--- src/rtl/d2d_plane_tx_scheduler_if.sv ---
// ---------------------------------------------------------------------------
// d2d_plane_tx_scheduler_if
// Bundles the per-plane flit inputs, the single die-to-die link output and
// the credit return path of the plane transmit scheduler.
//   in_valid/in_head/in_tail/in_data : per-plane flit source (PLANES lanes)
//   in_ready                         : per-plane accept (one-hot or zero)
//   out_valid/out_data/out_plane/out_tail, out_ready : link flit handshake
//   credit_return                    : one receiver credit per set bit
//   credit_err                       : sticky credit overflow flag
// Modports: slave = scheduler side, master = plane sources / link / receiver.
// PLANES and FLIT_W must match the parameters of the attached scheduler.
// ---------------------------------------------------------------------------
interface d2d_plane_tx_scheduler_if #(
   parameter int PLANES = 4,
   parameter int FLIT_W = 64
);
   localparam int PW = $clog2(PLANES);

   logic [PLANES-1:0]        in_valid;
   logic [PLANES-1:0]        in_head;
   logic [PLANES-1:0]        in_tail;
   logic [PLANES*FLIT_W-1:0] in_data;
   logic [PLANES-1:0]        in_ready;
   logic                     out_valid;
   logic                     out_ready;
   logic [FLIT_W-1:0]        out_data;
   logic [PW-1:0]            out_plane;
   logic                     out_tail;
   logic [PLANES-1:0]        credit_return;
   logic                     credit_err;

   modport slave (
      input  in_valid, in_head, in_tail, in_data, out_ready, credit_return,
      output in_ready, out_valid, out_data, out_plane, out_tail, credit_err
   );

   modport master (
      output in_valid, in_head, in_tail, in_data, out_ready, credit_return,
      input  in_ready, out_valid, out_data, out_plane, out_tail, credit_err
   );
endinterface

--- src/rtl/d2d_plane_tx_scheduler.sv ---
// ---------------------------------------------------------------------------
// d2d_plane_tx_scheduler
// Merges PLANES NoC planes onto one die-to-die transmit link. A combinational
// round-robin arbiter picks one credited, valid plane per cycle; multi-flit
// packets lock the arbiter onto their plane until the tail is sent. The
// chosen flit is registered onto the link (one cycle latency, full rate).
// Per-plane credit counters track free receiver buffer slots.
// Ports:
//   clk  : clock, rising edge
//   rst  : synchronous, active-high reset
//   link : d2d_plane_tx_scheduler_if.slave (flit inputs, link output, credits)
// ---------------------------------------------------------------------------
module d2d_plane_tx_scheduler #(
   parameter int PLANES  = 4,
   parameter int FLIT_W  = 64,
   parameter int CREDITS = 8
) (
   input  logic                       clk,
   input  logic                       rst,
   d2d_plane_tx_scheduler_if.slave    link
);
   localparam int PW = $clog2(PLANES);
   localparam int CW = $clog2(CREDITS + 1);

   typedef enum logic {IDLE, LOCKED} lock_state_e;

   lock_state_e       state_q, state_d;
   logic [PW-1:0]     lock_plane_q, lock_plane_d;
   logic [PW-1:0]     ptr_q, ptr_d;
   logic [CW-1:0]     credit_q [PLANES];
   logic [CW-1:0]     credit_d [PLANES];
   logic              credit_err_q, credit_err_d;
   logic              out_valid_q, out_valid_d;
   logic [FLIT_W-1:0] out_data_q, out_data_d;
   logic [PW-1:0]     out_plane_q, out_plane_d;
   logic              out_tail_q, out_tail_d;

   logic              load;
   logic [PLANES-1:0] eligible;
   logic [PLANES-1:0] grant;
   logic [PLANES-1:0] in_ready;
   logic              accept;
   logic [PW-1:0]     gidx;
   logic [FLIT_W-1:0] sel_data;
   logic              sel_head, sel_tail;

   // Arbitration: a credit returned this cycle only counts from next cycle,
   // so eligibility looks at the registered counter alone.
   always_comb begin : arbiter
      int  idx;
      logic found;
      // NOTE: every signal written here gets a default first so no path
      // leaves it unassigned and no latch is inferred.
      idx   = 0;
      found = 1'b0;
      grant = '0;
      gidx  = '0;
      load  = ~out_valid_q | link.out_ready;
      for (int p = 0; p < PLANES; p++) begin
         eligible[p] = link.in_valid[p] & (credit_q[p] != '0);
      end
      if (state_q == LOCKED) begin
         // Only the locked plane may go, even while it has no credit.
         grant[lock_plane_q] = eligible[lock_plane_q];
         gidx                = lock_plane_q;
      end else begin
         for (int i = 0; i < PLANES; i++) begin
            idx = (int'(ptr_q) + i) % PLANES;
            if (!found && eligible[idx]) begin
               found      = 1'b1;
               grant[idx] = 1'b1;
               gidx       = PW'(idx);
            end
         end
      end
      in_ready = grant & {PLANES{load & ~rst}};
      accept   = |in_ready;
   end

   // One-hot grant selects the accepted flit's payload and markers.
   always_comb begin : flit_mux
      sel_data = '0;
      sel_head = 1'b0;
      sel_tail = 1'b0;
      for (int p = 0; p < PLANES; p++) begin
         if (grant[p]) begin
            sel_data = link.in_data[p*FLIT_W +: FLIT_W];
            sel_head = link.in_head[p];
            sel_tail = link.in_tail[p];
         end
      end
   end

   // Next state: lock FSM, pointer, output register, credit counters.
   always_comb begin : next_state
      state_d      = state_q;
      lock_plane_d = lock_plane_q;
      ptr_d        = ptr_q;
      out_valid_d  = out_valid_q;
      out_data_d   = out_data_q;
      out_plane_d  = out_plane_q;
      out_tail_d   = out_tail_q;
      credit_err_d = credit_err_q;

      case (state_q)
         IDLE:   if (accept && sel_head && !sel_tail) begin
                    state_d      = LOCKED;
                    lock_plane_d = gidx;
                 end
         LOCKED: if (accept && sel_tail) state_d = IDLE;
         default: state_d = IDLE;
      endcase

      // Priority moves past the granted plane only at packet boundaries.
      if (accept && sel_tail) ptr_d = PW'((int'(gidx) + 1) % PLANES);

      if (load) begin
         out_valid_d = accept;
         if (accept) begin
            out_data_d  = sel_data;
            out_plane_d = gidx;
            out_tail_d  = sel_tail;
         end
      end

      for (int p = 0; p < PLANES; p++) begin
         credit_d[p] = credit_q[p];
         if (in_ready[p] && !link.credit_return[p]) begin
            credit_d[p] = credit_q[p] - CW'(1);
         end else if (link.credit_return[p] && !in_ready[p]) begin
            if (credit_q[p] == CW'(CREDITS)) credit_err_d = 1'b1;
            else                             credit_d[p]  = credit_q[p] + CW'(1);
         end
      end
   end

   always_ff @(posedge clk) begin
      // NOTE: state registers use non-blocking assignments so every flop
      // samples the pre-edge values regardless of statement order.
      if (rst) begin
         state_q      <= IDLE;
         lock_plane_q <= '0;
         ptr_q        <= '0;
         out_valid_q  <= 1'b0;
         out_data_q   <= '0;
         out_plane_q  <= '0;
         out_tail_q   <= 1'b0;
         credit_err_q <= 1'b0;
         // NOTE: the credit array is a handful of flops, not a RAM, so every
         // entry is reset to a full buffer.
         for (int p = 0; p < PLANES; p++) credit_q[p] <= CW'(CREDITS);
      end else begin
         state_q      <= state_d;
         lock_plane_q <= lock_plane_d;
         ptr_q        <= ptr_d;
         out_valid_q  <= out_valid_d;
         out_data_q   <= out_data_d;
         out_plane_q  <= out_plane_d;
         out_tail_q   <= out_tail_d;
         credit_err_q <= credit_err_d;
         for (int p = 0; p < PLANES; p++) credit_q[p] <= credit_d[p];
      end
   end

   assign link.in_ready   = in_ready;
   assign link.out_valid  = out_valid_q;
   assign link.out_data   = out_data_q;
   assign link.out_plane  = out_plane_q;
   assign link.out_tail   = out_tail_q;
   assign link.credit_err = credit_err_q;
endmodule

--- src/flat_wrapper.sv ---
// flat-port wrapper written by rule: the top's interface ports become plain ports
module d2d_plane_tx_scheduler_flat 
#(
   parameter int PLANES  = 4,
   parameter int FLIT_W  = 64,
   parameter int CREDITS = 8
)
  (clk, rst, link_in_valid, link_in_head, link_in_tail, link_in_data, link_out_ready, link_credit_return, link_in_ready, link_out_valid, link_out_data, link_out_plane, link_out_tail, link_credit_err);
  d2d_plane_tx_scheduler_if #(.PLANES(PLANES), .FLIT_W(FLIT_W)) link_i ();
  input  logic clk;
  input  logic rst;
  input wire logic [$bits(link_i.in_valid)-1:0] link_in_valid;
  input wire logic [$bits(link_i.in_head)-1:0] link_in_head;
  input wire logic [$bits(link_i.in_tail)-1:0] link_in_tail;
  input wire logic [$bits(link_i.in_data)-1:0] link_in_data;
  input wire logic [$bits(link_i.out_ready)-1:0] link_out_ready;
  input wire logic [$bits(link_i.credit_return)-1:0] link_credit_return;
  output wire logic [$bits(link_i.in_ready)-1:0] link_in_ready;
  output wire logic [$bits(link_i.out_valid)-1:0] link_out_valid;
  output wire logic [$bits(link_i.out_data)-1:0] link_out_data;
  output wire logic [$bits(link_i.out_plane)-1:0] link_out_plane;
  output wire logic [$bits(link_i.out_tail)-1:0] link_out_tail;
  output wire logic [$bits(link_i.credit_err)-1:0] link_credit_err;
  assign link_i.in_valid = link_in_valid;
  assign link_i.in_head = link_in_head;
  assign link_i.in_tail = link_in_tail;
  assign link_i.in_data = link_in_data;
  assign link_i.out_ready = link_out_ready;
  assign link_i.credit_return = link_credit_return;
  assign link_in_ready = link_i.in_ready;
  assign link_out_valid = link_i.out_valid;
  assign link_out_data = link_i.out_data;
  assign link_out_plane = link_i.out_plane;
  assign link_out_tail = link_i.out_tail;
  assign link_credit_err = link_i.credit_err;
  d2d_plane_tx_scheduler #(.PLANES(PLANES), .FLIT_W(FLIT_W), .CREDITS(CREDITS)) u_core (.clk(clk), .rst(rst), .link(link_i));
endmodule
--- config.mk ---
export PLATFORM = sky130hd
export DESIGN_NAME = d2d_plane_tx_scheduler_flat
export DESIGN_NICKNAME = d
export VERILOG_FILES = /design/src/rtl/d2d_plane_tx_scheduler_if.sv /design/src/rtl/d2d_plane_tx_scheduler.sv /design/src/flat_wrapper.sv
export SDC_FILE = /design/constraint.sdc
export NUM_CORES = 1
export LEC_CHECK = 0
export CORE_AREA = 2 2 134 136
export CTS_CLUSTER_DIAMETER = 60
export DETAILED_ROUTE_END_ITERATION = 7
export DIE_AREA = 0 0 136 138
export DONT_BUFFER_PORTS = 1
export GPL_TIMING_DRIVEN = 0
export SETUP_SLACK_MARGIN = 0.02
export SLEW_MARGIN = 40
export SYNTH_ARGS = -nofsm -noshare
export SYNTH_HDL_FRONTEND = slang
export SYNTH_SLANG_ARGS = --single-unit
--- constraint.sdc ---
create_clock -name clk -period 14.19 [get_ports clk]
set_input_delay 0 -clock clk [delete_from_list [all_inputs] [get_ports clk]]
set_output_delay 0 -clock clk [all_outputs]
set_load 0.1 [all_outputs]
Yosys cells after proc, flatten, opt, wreduce, memory -nomap -nowiden
Memories as Yosys holds them, arrays and structs flattened.
Index checks and enable logic that the tools add are counted.
W data, S select, Z words.
- bits in registers: 74
- memory bits (writable): 16
- input bits: 275
- output and inout bits: 73
- logic and storage cells: 185
- memories kept: 1
- add/sub/neg operators: 12
- $lt $le $gt $ge: 10
- equal/unequal tests: 4
- muxes and demuxes: 88
- bitwise gates (word level): 21
- reduce and logical (&&, ||, !) cells: 41
- memory list (name ; words ; width ; rd ports ; clocked after memory_dff ; write ports ; line ; text):
    u_core.credit_q ; 4 ; 4 ; 4 ; 0 ; 4 ; d2d_plane_tx_scheduler.sv:30 ; logic [CW-1:0] credit_q [PLANES];
- operator list (cell ; count):
    $mux W64 ; 4
    $mux W4 ; 24
    $mux W1 ; 44
    $logic_and A1 B1 Y1 ; 19
    $add A4 B1 Y4 const B ; 4
    $eq A4 B4 Y1 const B ; 4
    $reduce_bool A4 Y1 ; 4
    $sub A4 B1 Y4 const B ; 4
    $logic_not A1 Y1 ; 12
    $lt A3 B4 Y1 const B ; 3
    $or A4 B4 Y4 ; 3
    $bmux W1 S2 ; 5
    $demux W1 S2 ; 5
    $mux W2 ; 5
    $ge A3 B1 Y1 const B ; 3
    $and A4 B4 Y4 ; 2
    $lt A2 B3 Y1 const B ; 2
    $reduce_or A2 Y1 ; 3
    $and A1 B1 Y1 ; 5
    $or A1 B1 Y1 ; 5
    $add A2 B1 Y2 const B ; 2
    $add A2 B2 Y2 const B ; 2
    $ge A2 B1 Y1 const B ; 2
    $reduce_and A2 Y1 ; 2
    other kinds (4) ; 8

Longest topological paths before layout
Gate-level depths: netlist (run 1).
An unclocked memory read counts as a cell.
- depth in word-level cells: 33
- mapped depth: 20
- gate-level depth less buffers: 16

Worst setup path after synthesis (run 1)
No wires, ideal clock.
- path kind: reg-to-reg
- start point: reg u_core.ptr_q[0]
- end point: mem u_core.credit_q[3][3] (netlist bit)
- setup time: 120 ps
- arrival time: 5158 ps
- required time: 14070 ps
- slack: 8912 ps
- stages on the path, launching flop included: 21
- buffers on the path: 4
- period minus slack after synthesis: 5278 ps
- cells stage by stage: dfxtp_1 clkbuf_1 clkinv_1 ha_1 inv_1 mux4_2 nor2_1 a32o_1 o31a_1 buf_6 clkbuf_1 buf_2 nand2_1 inv_1 ha_1 ha_1 a21o_1 a21oi_1 xnor2_1 and3_1 o21bai_1
- RTL lines (element ; line ; text):
    start, declared ; d2d_plane_tx_scheduler.sv:29 ; logic [PW-1:0] ptr_q, ptr_d;
    start signal, assigned ; d2d_plane_tx_scheduler.sv:155 ; ptr_q <= ptr_d;
    end, declared ; d2d_plane_tx_scheduler.sv:30 ;

==> metrics.csv, run 1 <==
metric,value,unit
outcome,completed,
dp_hpwl,20000,µm
h-tree-depth,3,
antenna_found_initial,3,
grt_pass1_wl,37800,µm
io_pins,348,
synth_seq_cells,90,
area_growth,21.3,%
critPathCaptureType,flip-flop,
critPathLaunchType,flip-flop,
wire_per_inst,23.2,µm
io_buffer_count,0,
ys_async_sr_fraction,0,
required,14430,ps
synth_top_area_frac,0.271,
rows,49,
ys_seq_area_frac,0.271,
cts_sinks,90,
maxSlewViolCount,0,
start_util,0.379,
syn_area_per_cell,8.33,µm²
drt-initial-drc-count,479,
synthFlopType,dfxtp_1,
clk-insertion-delay-late,350,ps
syn_nets,1101,
coreArea,17500,µm²
critical_path_class,flip-flop to flip-flop,
gp_congestion,0.894,
syn_inst,799,
fill_cells,1767,
numCtsBuffers,9,
mappedNetlistArea,6650,µm²
fmax,155,MHz
synth-edff-count,0,
worstMarginPinSlew,868,ps
die_h,138,µm
final_nets,1183,
period_minus_slack,6470,ps
skew,11.8,ps
avgViaCountPerCell,6.11,
tns,0,ps
drv_cap,0,
grt_pass1_vias,6571,
grt_max_degree,17,
drt_first_pass_iters,4,
hp-class,input pin to flip-flop,
crit_fanout,11,
worstPathArrival,6710,ps
final_hold_viol_count,0,
num_vias,6826,
path_clk_slew,70,ps
rsz0062_at_grt,false,
grt_overflow,0,
dieWidth,136,µm
yosys.area.top_type,dfxtp_1,
drcViolationCount,0,
clk_path_buf_depth,2,
synth_area_leaders,"dfxtp_1 (27%), a211oi_1 (15%), nor3_2 (9.6%)",
ant_nets,0,
ys_top_cells_by_count,"nor2_1 (148), a211oi_1 (135), dfxtp_1 (90)",
track_usage,0.265,
drt_wl_total,26000,µm
yosys.cell_count.top_type,nor2_1,
setup_violations,0,
cts_tree,built,
synth.distinct_cells,52,
ys_warn_count,0,
root_buffer,clkbuf_16,
slew_headroom,0.421,
finalCritPeriodShare,0.456,
drive_gt1_frac,0.229,
die_area,18800,µm²
[sequential cells by signal, indices dropped and copies added (netlist names)]
name                    flops
u_core.link.out_tail        1
u_core.ptr_q                2
u_core.link.out_data       64
u_core.link.out_valid       1
u_core.state_q              1
u_core.lock_plane_q         2
u_core.link.out_plane       2
u_core.link.credit_err      1
u_core.credit_q            16
[worst paths after layout]
check	start	endpoint	slack [ps]	depth (start not counted)
worst min-delay path	link_in_head[3]	u_core.state_q	50	4
worst max-delay path	u_core.ptr_q[0]	u_core.credit_q[3][3]	7720	20
worst min register to register	u_core.credit_q[2][2]	u_core.credit_q[2][2]	520	2
worst max register to register	u_core.ptr_q[0]	u_core.credit_q[3][3]	7720	20
[cell families (layout without fill, tap and decap cells)]
group,after synthesis,after routing,share of synthesized area
other cells,0,3,0
compound gates,270,270,0.318
buf+inv,107,194,0.0745
xor+xnor,13,13,0.0171
fa+ha+maj,27,27,0.0553
flops,90,90,0.271
mux,13,13,0.0329
simple gates,279,279,0.231
[cell type report]
cell class / instances / area, µm² / share of cell area
sequential: 90 / 1890 / 0.234
buffer: 80 / 395 / 0.0490
clock inverter: 7 / 76.3 / 0.00946
multi-input combinational: 602 / 4380 / 0.542
inverter: 27 / 101 / 0.0126
tap: 229 / 287 / 0.0355
antenna: 3 / 7.51 / 0.000930
clock buffer: 9 / 225 / 0.0279
timing repair buffer: 71 / 712 / 0.0882
[worst max-delay path, cell delays in order, from the launching register on]
cell      delay, ps
dfxtp_1         430
clkbuf_1        370
clkinv_1        430
ha_1            510
inv_1           210
mux4_2          550
nor2_1          160
a32o_1          230
o31a_1          160
buf_6           140
clkbuf_1        610
buf_2           370
nand2_1         110
inv_1           680
ha_1            390
ha_1            260
a21o_1          180
a21oi_1         160
xnor2_1         150
and3_1          180
o21bai_1         60
[per-stage QoR]
| step | area (µm²) | hold WS (ps) | std cells | worst slack (ps) | utilization |
|---|---|---|---|---|---|
| 4_1_cts | 8050 | 23.7 | 1115 | 7810 | 0.459 |
| 2_1_floorplan | 6650 | 194 | 799 | 8910 | - |
| 3_3_place_gp | 6940 | 207 | 1028 | 7840 | 0.396 |
| 3_5_place_dp | 7050 | 201 | 1029 | 7820 | 0.402 |
| 5_1_grt | 8070 | 55.8 | 1117 | 7400 | 0.460 |
| 6_report | 8070 | 50.0 | 1118 | 7720 | 0.460 |
[timing repair]
item	4_1_cts	5_1_grt
buffers inserted	0	0
endpoints found under the hold margin	71	0
resized for setup	0	0
hold buffers	70	0
[cell usage in the layout (no fill, tap or decap), types with 3 or more instances in the layout]
master         Yosys  layout
a32oi_1           64      64
nor2_1           148     148
nand4_1            4       4
buf_1              8       8
a211oi_1         135     135
a221oi_1           3       3
and3_1             8       8
inv_6              0       3
diode_2            0       3
a21oi_1           26      26
buf_2             27      27
fa_1               4       4
buf_6              8       9
nand2_1           29      29
o41ai_2            0       3
o21ai_0            4       4
a21o_1             4       4
dfxtp_2            0      69
xnor2_1           13      13
clkbuf_1          37      36
nor3_1            10      10
clkbuf_16          0       9
inv_1             25      25
ha_1              23      23
mux4_2             7       7
dfxtp_1           90      21
o21bai_1           4       4
mux2i_1            5       5
nand3_1            4       4
o41a_1             5       5
nor2b_1            3       3
nor3_2            64      64
dlygate4sd3_1      0      70
nand2b_1           3       3
[layer usage]
layer  track usage  vias up  routed length [µm]
met5             0        -                   0
met4        0.0948        0                 706
met3        0.0583       46                1890
met2         0.444      344               12400
met1         0.333     3221               11000
li1              -     3215                   -
Power of run 1 is left out: the tool's default activity adds up to more than one toggle a clock period on the data nets, which glitch-free logic cannot reach.
==> run 2: changes to the inputs <==
Clock period 14.19 ns to 6.5 ns, I/O delays scaled along.
==> run 2 against run 1 <==
Core utilization barely moved. Global-route usage did not move. Critical path depth did not move. Final area barely moved.
==> metrics.csv, run 2 (same netlist as run 1, synthesis figures left out) <==
metric,value,unit,change
h-tree-depth,3,,unchanged
skew,10.6,ps,-1.23 ps
avgViaCountPerCell,6.11,,about the same
rsz0062_at_grt,false,,
ant_nets,0,,unchanged
grt_pass1_vias,6571,,unchanged
largest_register_ffs,64,,unchanged
dp_hpwl,20000,µm,unchanged
clk_path_buf_depth,2,,unchanged
final_cell_mix,"nor2_1 (148), a211oi_1 (135), dlygate4sd3_1 (70)",,
layout_commonest_cell,nor2_1,,
drt-initial-drc-count,493,,+2.9%
drcViolationCount,0,,unchanged
drv_cap,0,,unchanged
path_clk_slew,70,ps,about the same
final_hold_viol_count,0,,unchanged
fill_cells,1765,,-0.11%
outcome,completed,,
coreArea,17500,µm²,unchanged
grt_max_degree,17,,unchanged
crit_fanout,11,,unchanged
final_nets,1182,,-0.085%
dieWidth,136,µm,unchanged
die_h,138,µm,unchanged
rows,49,,unchanged
critPathCaptureType,flip-flop,,
maxSlewViolCount,0,,unchanged
cts_tree,built,,
num_vias,6822,,-0.059%
numCtsBuffers,9,,unchanged
start_util,0.379,,unchanged
clk-insertion-delay-late,350,ps,about the same
area_growth,21.4,%,about the same
io_buffer_count,0,,unchanged
gp_congestion,0.894,,unchanged
tns,0,ps,unchanged
slew_headroom,0.420,,about the same
worstMarginPinSlew,869,ps,+0.386 ps
required,6740,ps,-7690 ps
grt_pass1_wl,37800,µm,unchanged
io_pins,348,,unchanged
track_usage,0.265,,unchanged
period_minus_slack,6090,ps,-381 ps
antenna_found_initial,3,,unchanged
fmax,164,MHz,+6.2%
drt_first_pass_iters,4,,unchanged
critPathLaunchType,flip-flop,,
die_area,18800,µm²,unchanged
wire_per_inst,23.2,µm,about the same
setup_violations,0,,unchanged
critical_path_class,flip-flop to flip-flop,,
worstPathArrival,6330,ps,-380 ps
drt_wl_total,25900,µm,about the same
hp-class,input pin to flip-flop,,
post_cts_buffers,0,,unchanged
fin_util,0.460,,about the same
grt_overflow,0,,unchanged
cts_sinks,90,,unchanged
finalCritPeriodShare,0.937,,+0.481
drive_gt1_frac,0.232,,+0.00252
root_buffer,clkbuf_16,,
run 2: final timing paths:
check / from / endpoint / slack, ps / cells after the start
setup / recovery: u_core.ptr_q[0] / u_core.credit_q[0][3] / 410 / 20
hold reg to reg: u_core.credit_q[2][2] / u_core.credit_q[2][2] / 510 / 2
hold / removal: link_in_head[3] / u_core.state_q / 50 / 4
setup reg to reg: u_core.ptr_q[0] / u_core.credit_q[0][3] / 410 / 20
run 2: worst max-delay path: stages, from the launching register on:
cell      delay, ps
dfxtp_1         430
clkbuf_1        370
clkinv_1        430
ha_1            540
inv_1           160
mux4_2          410
o211ai_1         90
a21oi_1         120
a311o_1         120
buf_2           210
buf_2           370
buf_1           470
nand2_1         160
inv_1           690
ha_1            380
ha_1            260
a21o_1          170
a21oi_1         180
xnor2_1         150
and3_1          180
o21bai_1         60
run 2: cell type report:
class	instances	area (µm²)	area share
clock buffer	9	225	0.0279
antenna	3	7.51	0.000930
multi-input combinational	602	4380	0.542
timing repair buffer	71	712	0.0882
sequential	90	1890	0.234
inverter	27	109	0.0135
tap	229	287	0.0355
buffer	79	392	0.0485
clock inverter	7	76.3	0.00945
run 2: timing repair:
item | in CTS | in global routing
endpoints found under the setup margin | 0 | 5
hold buffers | 70 | 0
gates resized for setup | 0 | 2
hold endpoints to repair | 71 | 0
run 2: metrics by stage:
step / std cells / setup WS, ps / area (µm²) / hold WS [ps]
CTS: 1115 / 125 / 8050 / 23.7
finish: 1117 / 410 / 8070 / 53.1
global route: 1116 / 24.8 / 8070 / 55.8
detailed placement: 1029 / 134 / 7050 / 201
floorplan: 799 / 1220 / 6650 / 194
global placement: 1028 / 153 / 6940 / 207
run 2: per-layer routing:
layer	global-route usage	share of wire
met5	0	0
met4	0.0948	0.027
met3	0.0583	0.073
met2	0.444	0.48
met1	0.333	0.42
Power of run 2 is left out for the same reason.
==> run 3: changes to the inputs <==
Clock period 6.5 ns to 5.3 ns, I/O delays scaled along.
==> run 3 against run 2 <==
Clock skew rose by 1.5 ps. Sequential share of layout area fell by 0.20 points. First-iteration DRC count is 0.81% lower. Routed wire length increased by 0.44%. Setup slack worse by 160 ps. Maximum frequency rose by 21%. Register-to-register slack worse by 160 ps. Die area unchanged. Highest routed layer unchanged.
==> metrics.csv, run 3 (same netlist as run 1, synthesis figures left out) <==
metric,value,unit,change
cts_sinks,90,,unchanged
cts_tree,built,,
io_buffer_count,0,,unchanged
grt_pass1_vias,6594,,+0.35%
clk-insertion-delay-late,350,ps,about the same
min-delay-start,link_in_head[3],,
setup_violations,0,,unchanged
hp-class,input pin to flip-flop,,
io_pins,348,,unchanged
path_cells,"clkbuf_4, inv_4, ha_2, inv_2, mux4_2, and4_4, a32o_1, o31a_1, buf_6, buf_2, nand2_1, clkinvlp_4, ha_4, ha_1, a21o_1, a21oi_1, xnor2_1, and3_1, o21bai_1",,
num_vias,6914,,+1.3%
crit_family,buffers and inverters,,
grt_overflow,0,,unchanged
drive_gt1_frac,0.246,,+0.0144
layout_commonest_cell,nor2_1,,
root_buffer,clkbuf_16,,
h-tree-depth,3,,unchanged
ant_nets,0,,unchanged
antenna_found_initial,3,,unchanged
reg2reg_from,u_core.ptr_q[0],,
start_util,0.379,,unchanged
final-instance-count-excl-fill,1118,,+0.090%
dieWidth,136,µm,unchanged
period_minus_slack,5050,ps,-1040 ps
critical_path_class,flip-flop to flip-flop,,
largest_register_ffs,64,,unchanged
wire_per_inst,23.3,µm,+0.35%
fill_cells,1755,,-0.57%
final_nets,1183,,+0.085%
finalCritPeriodShare,0.953,,+0.0164
rr_endpoint,u_core.credit_q[3][3],,
grt_max_degree,25,,+8
slew_headroom,0.433,,+0.0130
die_area,18800,µm²,unchanged
rr_worst_depth,19,,-5.0%
reg2reg_slack,250,ps,-160 ps
track_usage,0.265,,+0.000305
fmax,198,MHz,+21%
critPathCaptureType,flip-flop,,
rsz0062_at_grt,false,,
clk_path_buf_depth,2,,unchanged
worstMarginPinSlew,849,ps,-19.5 ps
maxSlewViolCount,0,,unchanged
outcome,completed,,
critPathLaunchType,flip-flop,,
dp.cells,1029,,unchanged
numCtsBuffers,9,,unchanged
drcViolationCount,0,,unchanged
worstHoldEndpoint,u_core.state_q,,
rows,49,,unchanged
dp_hpwl,20000,µm,unchanged
final_cell_mix,"nor2_1 (148), a211oi_1 (135), dlygate4sd3_1 (70), dfxtp_2 (70)",,
drv_cap,0,,unchanged
slowest_stage,mux4_2,,
avgViaCountPerCell,6.18,,+1.3%
final_hold_viol_count,0,,unchanged
drt_first_pass_iters,4,,unchanged
required,5540,ps,-1200 ps
path_clk_slew,70,ps,about the same
crit_fanout,18,,+7
coreArea,17500,µm²,unchanged
gp_congestion,0.894,,unchanged
path_buf_inv,6,,-1
whs_path_depth,4,,unchanged
worstPathArrival,5290,ps,-1040 ps
grt_pass1_wl,37800,µm,+0.15%
die_h,138,µm,unchanged
skew,12.1,ps,+1.54 ps
area_growth,22.5,%,
drt-initial-drc-count,489,,-0.81%
drt_wl_total,26000,µm,+0.44%
cpPeakStageDelay,570,ps,-120 ps
run 3: layer usage:
layer | up-vias | share of wire | global-route usage
met5 | - | 0 | 0
met4 | 0 | 0.028 | 0.0998
met3 | 48 | 0.078 | 0.0590
met2 | 360 | 0.48 | 0.444
met1 | 3279 | 0.42 | 0.331
li1 | 3227 | - | -
run 3: cell type report:
| type | count | area (µm²) | area share |
|---|---|---|---|
| Sequential cell | 90 | 1890 | 0.232 |
| Inverter | 27 | 116 | 0.0143 |
| Timing Repair Buffer | 74 | 734 | 0.0901 |
| Buffer | 77 | 392 | 0.0481 |
| Clock buffer | 9 | 225 | 0.0276 |
| Tap cell | 229 | 287 | 0.0352 |
| Clock inverter | 7 | 76.3 | 0.00936 |
| Antenna cell | 3 | 7.51 | 0.000921 |
| Multi-Input combinational cell | 602 | 4420 | 0.543 |
run 3: repair_timing:
action                     CTS  global route
hold buffers                70             0
hold endpoints to repair    71             0
setup buffers                3             0
setup endpoints to repair   17             9
resized for setup           14             6
pin swaps                    2             1
run 3: stage by stage:
stage           util  setup TNS (ps)  hold slack [ps]  setup WS, ps  cell area [µm²]
3_3_place_gp   0.396          -10270              207         -1050             6940
5_1_grt        0.465               0             55.8          65.0             8150
6_report       0.465               0             49.8           247             8150
2_1_floorplan      -               0              194          22.0             6650
4_1_cts        0.463               0             23.7          41.5             8120
3_5_place_dp   0.402          -10710              201         -1070             7050
run 3: worst register-to-register path, stage by stage, from the launching register on:
cell and delay (ps):
dfxtp_1 430, clkbuf_4 260, inv_4 90, ha_2 340
inv_2 140, mux4_2 570, and4_4 200, a32o_1 240
o31a_1 260, buf_6 180, buf_2 220, nand2_1 160
clkinvlp_4 470, ha_4 380, ha_1 280, a21o_1 170
a21oi_1 160, xnor2_1 150, and3_1 180, o21bai_1 60
run 3: worst max path at each step:
stage,startpoint,end,slack (ps),cells past startpoint
3_5_place_dp,u_core.ptr_q[0],u_core.credit_q[3][3],-1070,20
4_1_cts,u_core.ptr_q[0],u_core.credit_q[3][3],40,19
2_1_floorplan,u_core.ptr_q[0],u_core.credit_q[3][3],20,20
6_report,u_core.ptr_q[0],u_core.credit_q[3][3],250,19
5_1_grt,u_core.ptr_q[0],u_core.credit_q[3][3],70,19
3_3_place_gp,u_core.ptr_q[0],u_core.credit_q[3][3],-1050,20
Power of run 3 is left out for the same reason.
